[src/rtl/apb_master_ctrl.sv]
// -----------------------------------------------------------------------------
// apb_master_ctrl
//
// Purpose:
//   APB initiator that issues single register reads/writes to the I2S
//   transceiver's APB register slave. A host-side sequencer (test driver, DMA,
//   config loader) hands over one command at a time on a valid/ready channel.
//   The block runs the APB SETUP and ACCESS phases, waits for pready with a
//   bounded timeout, and returns exactly one response per accepted command.
//   Commands and responses complete in issue order.
//
// Parameters:
//   ADDR_W   width of cmd_addr / paddr
//   DATA_W   width of write and read data
//   TIMEOUT  maximum ACCESS cycles spent waiting for pready before the
//            transfer is aborted; 0 waits forever
//
// Ports:
//   pclk, preset                 clock (rising edge), async active-high reset
//   cmd_valid/cmd_ready          command handshake
//   cmd_write/cmd_addr/cmd_wdata command payload (wdata ignored for reads)
//   psel/penable/pwrite          APB control
//   paddr/pwdata                 APB address and write data
//   prdata/pready/pslverr        APB slave return path
//   rsp_valid/rsp_ready          response handshake
//   rsp_rdata                    read data (0 for writes and aborted reads)
//   rsp_err                      slave error or timeout
//   rsp_timeout                  transfer aborted by the timeout
// -----------------------------------------------------------------------------
module apb_master_ctrl #(
  parameter int ADDR_W  = 32,
  parameter int DATA_W  = 32,
  parameter int TIMEOUT = 16
) (
  input  logic              pclk,
  input  logic              preset,

  input  logic              cmd_valid,
  output logic              cmd_ready,
  input  logic              cmd_write,
  input  logic [ADDR_W-1:0] cmd_addr,
  input  logic [DATA_W-1:0] cmd_wdata,

  output logic              psel,
  output logic              penable,
  output logic              pwrite,
  output logic [ADDR_W-1:0] paddr,
  output logic [DATA_W-1:0] pwdata,
  input  logic [DATA_W-1:0] prdata,
  input  logic              pready,
  input  logic              pslverr,

  output logic              rsp_valid,
  input  logic              rsp_ready,
  output logic [DATA_W-1:0] rsp_rdata,
  output logic              rsp_err,
  output logic              rsp_timeout
);

  // The wait counter must be able to hold TIMEOUT; keep at least one bit so
  // the TIMEOUT=0 (wait forever) build still has a legal vector.
  localparam int CNT_RAW = $clog2(TIMEOUT + 1);
  localparam int CNT_W   = (CNT_RAW < 1) ? 1 : CNT_RAW;

  // Counter value on the last ACCESS cycle that is still allowed to wait.
  localparam logic [CNT_W-1:0] CNT_LAST = (TIMEOUT == 0) ? '0 : CNT_W'(TIMEOUT - 1);

  typedef enum logic [1:0] {
    ST_IDLE   = 2'd0,
    ST_SETUP  = 2'd1,
    ST_ACCESS = 2'd2,
    ST_RESP   = 2'd3
  } state_t;

  state_t            state_q,       state_d;
  logic [CNT_W-1:0]  cnt_q,         cnt_d;
  logic              cmd_ready_q,   cmd_ready_d;
  logic              psel_q,        psel_d;
  logic              penable_q,     penable_d;
  logic              pwrite_q,      pwrite_d;
  logic [ADDR_W-1:0] paddr_q,       paddr_d;
  logic [DATA_W-1:0] pwdata_q,      pwdata_d;
  logic              rsp_valid_q,   rsp_valid_d;
  logic [DATA_W-1:0] rsp_rdata_q,   rsp_rdata_d;
  logic              rsp_err_q,     rsp_err_d;
  logic              rsp_timeout_q, rsp_timeout_d;

  logic              timeout_hit;

  // Abort only when a finite timeout is configured and the counter has
  // reached the final waiting cycle.
  assign timeout_hit = (TIMEOUT != 0) && (cnt_q == CNT_LAST);

  // Next-state and payload logic. The APB control outputs and the handshake
  // outputs are derived from the next state so that every output comes
  // straight from a flop.
  always_comb begin
    state_d       = state_q;
    cnt_d         = cnt_q;
    pwrite_d      = pwrite_q;
    paddr_d       = paddr_q;
    pwdata_d      = pwdata_q;
    rsp_rdata_d   = rsp_rdata_q;
    rsp_err_d     = rsp_err_q;
    rsp_timeout_d = rsp_timeout_q;

    case (state_q)
      ST_IDLE: begin
        // cmd_ready_q is low in the first cycle after reset, so a command
        // can only be taken once the ready indication is actually visible.
        if (cmd_valid && cmd_ready_q) begin
          state_d  = ST_SETUP;
          pwrite_d = cmd_write;
          paddr_d  = cmd_addr;
          pwdata_d = cmd_write ? cmd_wdata : '0;
          cnt_d    = '0;
        end
      end

      ST_SETUP: begin
        state_d = ST_ACCESS;
        cnt_d   = '0;
      end

      ST_ACCESS: begin
        // pready wins over the timeout, so a slave answering on the very
        // last allowed cycle still completes normally.
        if (pready) begin
          state_d       = ST_RESP;
          rsp_rdata_d   = pwrite_q ? '0 : prdata;
          rsp_err_d     = pslverr;
          rsp_timeout_d = 1'b0;
        end else begin
          cnt_d = cnt_q + CNT_W'(1);
          if (timeout_hit) begin
            state_d       = ST_RESP;
            rsp_rdata_d   = '0;
            rsp_err_d     = 1'b1;
            rsp_timeout_d = 1'b1;
          end
        end
      end

      ST_RESP: begin
        if (rsp_ready) begin
          state_d = ST_IDLE;
        end
      end

      default: begin
        state_d = ST_IDLE;
      end
    endcase

    cmd_ready_d = (state_d == ST_IDLE);
    psel_d      = (state_d == ST_SETUP) || (state_d == ST_ACCESS);
    penable_d   = (state_d == ST_ACCESS);
    rsp_valid_d = (state_d == ST_RESP);
  end

  // State and output registers. Reset clears everything at once, so a
  // transfer in flight drops psel/penable immediately and any pending
  // response is lost.
  always_ff @(posedge pclk or posedge preset) begin
    if (preset) begin
      state_q       <= ST_IDLE;
      cnt_q         <= '0;
      cmd_ready_q   <= 1'b0;
      psel_q        <= 1'b0;
      penable_q     <= 1'b0;
      pwrite_q      <= 1'b0;
      paddr_q       <= '0;
      pwdata_q      <= '0;
      rsp_valid_q   <= 1'b0;
      rsp_rdata_q   <= '0;
      rsp_err_q     <= 1'b0;
      rsp_timeout_q <= 1'b0;
    end else begin
      state_q       <= state_d;
      cnt_q         <= cnt_d;
      cmd_ready_q   <= cmd_ready_d;
      psel_q        <= psel_d;
      penable_q     <= penable_d;
      pwrite_q      <= pwrite_d;
      paddr_q       <= paddr_d;
      pwdata_q      <= pwdata_d;
      rsp_valid_q   <= rsp_valid_d;
      rsp_rdata_q   <= rsp_rdata_d;
      rsp_err_q     <= rsp_err_d;
      rsp_timeout_q <= rsp_timeout_d;
    end
  end

  assign cmd_ready   = cmd_ready_q;
  assign psel        = psel_q;
  assign penable     = penable_q;
  assign pwrite      = pwrite_q;
  assign paddr       = paddr_q;
  assign pwdata      = pwdata_q;
  assign rsp_valid   = rsp_valid_q;
  assign rsp_rdata   = rsp_rdata_q;
  assign rsp_err     = rsp_err_q;
  assign rsp_timeout = rsp_timeout_q;

endmodule

[config.mk]
export PLATFORM = sky130hd
export DESIGN_NAME = apb_master_ctrl
export DESIGN_NICKNAME = d
export VERILOG_FILES = /design/src/rtl/apb_master_ctrl.sv
export SDC_FILE = /design/constraint.sdc
export NUM_CORES = 1
export LEC_CHECK = 0
export ABC_CLOCK_PERIOD_IN_PS = 8600
export BUFFER_PORTS_ARGS = -buffer_cell sky130_fd_sc_hd__buf_4
export CAP_MARGIN = 20
export CORE_ASPECT_RATIO = 0.8
export CORE_MARGIN = 2
export CORE_UTILIZATION = 45
export CTS_BUF_LIST = sky130_fd_sc_hd__clkbuf_4
export CTS_CLUSTER_SIZE = 30
export DETAILED_ROUTE_END_ITERATION = 10
export PLACE_DENSITY = 0.87
export SETUP_SLACK_MARGIN = 0.1
export SYNTH_ARGS = -nofsm -noshare
export SYNTH_HDL_FRONTEND = slang
export SYNTH_SLANG_ARGS = --single-unit
export TNS_END_PERCENT = 5
[constraint.sdc]
create_clock -name pclk -period 8.6 [get_ports pclk]
set_input_delay 1.72 -clock pclk [delete_from_list [all_inputs] [get_ports pclk]]
set_output_delay 1.72 -clock pclk [all_outputs]
set_load 0.01 [all_outputs]
==> reports/qor.yml <==
global_route:
  grt_pass1_wl_mm: 16.3
  antenna_found_initial: 0
  globalRouteOverflowTotal: 0
  grt_pass1_vias: 3180
  grt_use_total_pct: 19.7
  grt_max_degree: 90
floorplan:
  die_width_um: 115
  die_area_um2: 10600
  coreArea_um2: 9610
  placementRows: 32
  io_pins: 206
  start_util_pct: 45.9
  die_h_um: 92.6
worst_setup_path:
  cp.arrival_ns: 3.20
  path_max_fanout: 89
  end_kind: "register"
  crit_type: "in2reg"
  cp-start-kind: "primary input"
  required_ns: 8.94
timing:
  period_minus_slack_ns: 2.86
  rsz0062_at_grt: "false"
  finalCritPeriodShare_pct: 33.2
  slew-limit-headroom_pct: 32.0
  finalSetupViolCount: 0
  fmax_mhz: 350
  finalHoldViolations: 0
  finalSetupTns_ns: 0
  slew_viol_final: 0
  tightest_slew_ns: 1.02
  clock_skew_ns: 0.0133
  setup_slack_ns: 5.74
synth:
  synth-compound-area-share_pct: 12.2
  syn_nets: 441
  synth_edf_count: 0
  synth.cell_area_um2: 4410
  synth_top_family_by_area: "compound AO/OA/AOI/OAI gates"
  muxShareOfSynthArea_pct: 11.5
  synth-seq-cells: 110
  synth-async-reset-ratio_pct: 100
  synthSimpleGateAreaFrac_pct: 7.74
  ys.flop_type: "dfrtp_1"
  synth-xor-area-share_pct: 0
  yosysTopAreaCellShare_pct: 62.4
  synth-adder-area-share_pct: 1.42
  yosysWarnings: 0
  synthCells: 333
  synth_top_area_cell: "dfrtp_1"
  synthTopCellsByArea: "dfrtp_1 62%, mux2_4 11%, a22o_1 6.5%"
  syn_area_per_cell_um2: 13.3
  seq_area_frac_synth_pct: 62.4
  yosysUniqueCellTypes: 32
outcome:
  status: "finished clean"
layout:
  seq_area_um2: 2750
  area_growth_pct: 37.7
  layout-drive-gt1-share_pct: 48.7
  fill_cells: 779
  final_common_cell: "buf_4"
  layout_common_cells: "208 x buf_4, 110 x dfrtp_1, 66 x nand2_1, 33 x a22o_1, 33 x mux2_4"
  multiInputGateArea_um2: 1460
  num-nets-final: 638
  diodes: 0
place:
  portBuffers: 205
  routabilityCongestion: 0.773
  preCtsSetupSlack_ns: 5.25
  place_hpwl_mm: 7.78
hold_path:
  hold_path_class: "reg2reg"
power_and_ir_drop:
  peakVddDrop_v: 0.000130
  power.density_nw_per_um2: 307
  p_leak_nw: 3.25
  power_mw: 1.86
clock_tree:
  clk_latency_ns: 0.43
  cts_setup_buffers: 0
  clk_path_buf_depth: 2
  clkTransAtPathRegs_ns: 0.17
  numCtsBuffers: 9
  cts_htree_levels: 3
  cts_sinks: 110
  cts_root_buffer: "clkbuf_4"
  ctsResizeCount: 0
  cts_tree: "built"
  postCtsHoldBufs: 0
route:
  drtAntennaViolNets: 0
  wl_per_cell_um: 16.3
  route.detailed.drc: 0
  vias_per_cell: 4.97
  num_vias: 3247
  firstDrtPassIters: 4
  drt_wl_total_mm: 10.6
  drt-initial-drc-count: 123
flow_run:
  maxCapViolCount: 0
-- layer usage --
metal	vias to the layer above	wire length, µm	part of all wire (%)	global-route usage, %
met1	1557	4410	42	25.3
met3	14	733	6.9	5.76
met4	0	181	1.7	5.92
met2	124	5290	50	32.5
met5	-	0	0	0
li1	1552	-	-	-
-- area by class of cell --
cell class / count / area share, %
inverter: 4 / 0.288
timing repair buffer: 209 / 26.0
tap: 119 / 2.45
multi-input combinational: 196 / 24.1
clock buffer: 9 / 1.11
sequential: 110 / 45.3
clock inverter: 6 / 0.783
-- cells by family (layout without fill, tap and decap cells) --
| logic type | Yosys count | in the layout |
|---|---|---|
| multiplexers | 34 | 34 |
| AND/OR/NAND/NOR | 80 | 80 |
| flip-flops | 110 | 110 |
| buffers and inverters | 27 | 228 |
| adder cells (fa/ha/maj) | 5 | 5 |
| AO/OA/AOI/OAI | 77 | 77 |
-- synth_stat cells, drive strengths merged, types with 2 or more instances --
library cell	count
dfrtp	110
nand2	66
o21ai	35
mux2	34
a22o	33
buf	17
clkbuf	6
ha	5
inv	4
a21oi	3
a211o	2
and3	2
nand3	2
nor2	2
nor3b	2
-- per-stage QoR --
stage	util [%]	std cells	instance area [µm²]	hold WS, ns
floorplan	-	333	4410	0.456
global placement	61.9	637	5940	0.465
detailed placement	61.9	637	5940	0.473
CTS	63.1	652	6060	0.511
global route	63.2	653	6070	0.536
finish	63.2	653	6070	0.500
-- report_power, final --
group	total [mW]	switching, mW	internal, mW
clock network	0.229	0.167	0.0616
logic	0.788	0.326	0.462
registers	0.847	0.132	0.715
total	1.86	0.626	1.24
-- flip-flops by register name, summed over array words and instances, names as in the netlist --
signal       count
rsp_timeout      1
paddr           32
cnt_q            5
rsp_valid        1
psel             1
pwrite           1
rsp_err          1
cmd_ready        1
rsp_rdata       32
state_q          2
penable          1
pwdata          32
-- critical path: stages --
cell and delay (ns):
buf_4 0.13, nand4bb_4 0.16, buf_4 0.80, mux2_4 0.36
-- worst paths after layout --
check | startpoint | slack, ns | cells after the start | endpoint
min in group asynchronous | preset | 1.36 | 2 | paddr[8]$_DFFE_PP0P_
worst max register to register | state_q[0]$_DFF_PP0_ | 6.51 | 3 | paddr[19]$_DFFE_PP0P_
worst min-delay path | pwdata[22]$_DFFE_PP0P_ | 0.50 | 2 | pwdata[22]$_DFFE_PP0P_
worst min register to register | pwdata[22]$_DFFE_PP0P_ | 0.50 | 2 | pwdata[22]$_DFFE_PP0P_
max in group asynchronous | preset | 6.07 | 3 | rsp_rdata[11]$_DFFE_PP0P_
worst max-delay path | cmd_valid | 5.74 | 4 | paddr[19]$_DFFE_PP0P_
Power figures use the tool's default switching activity.
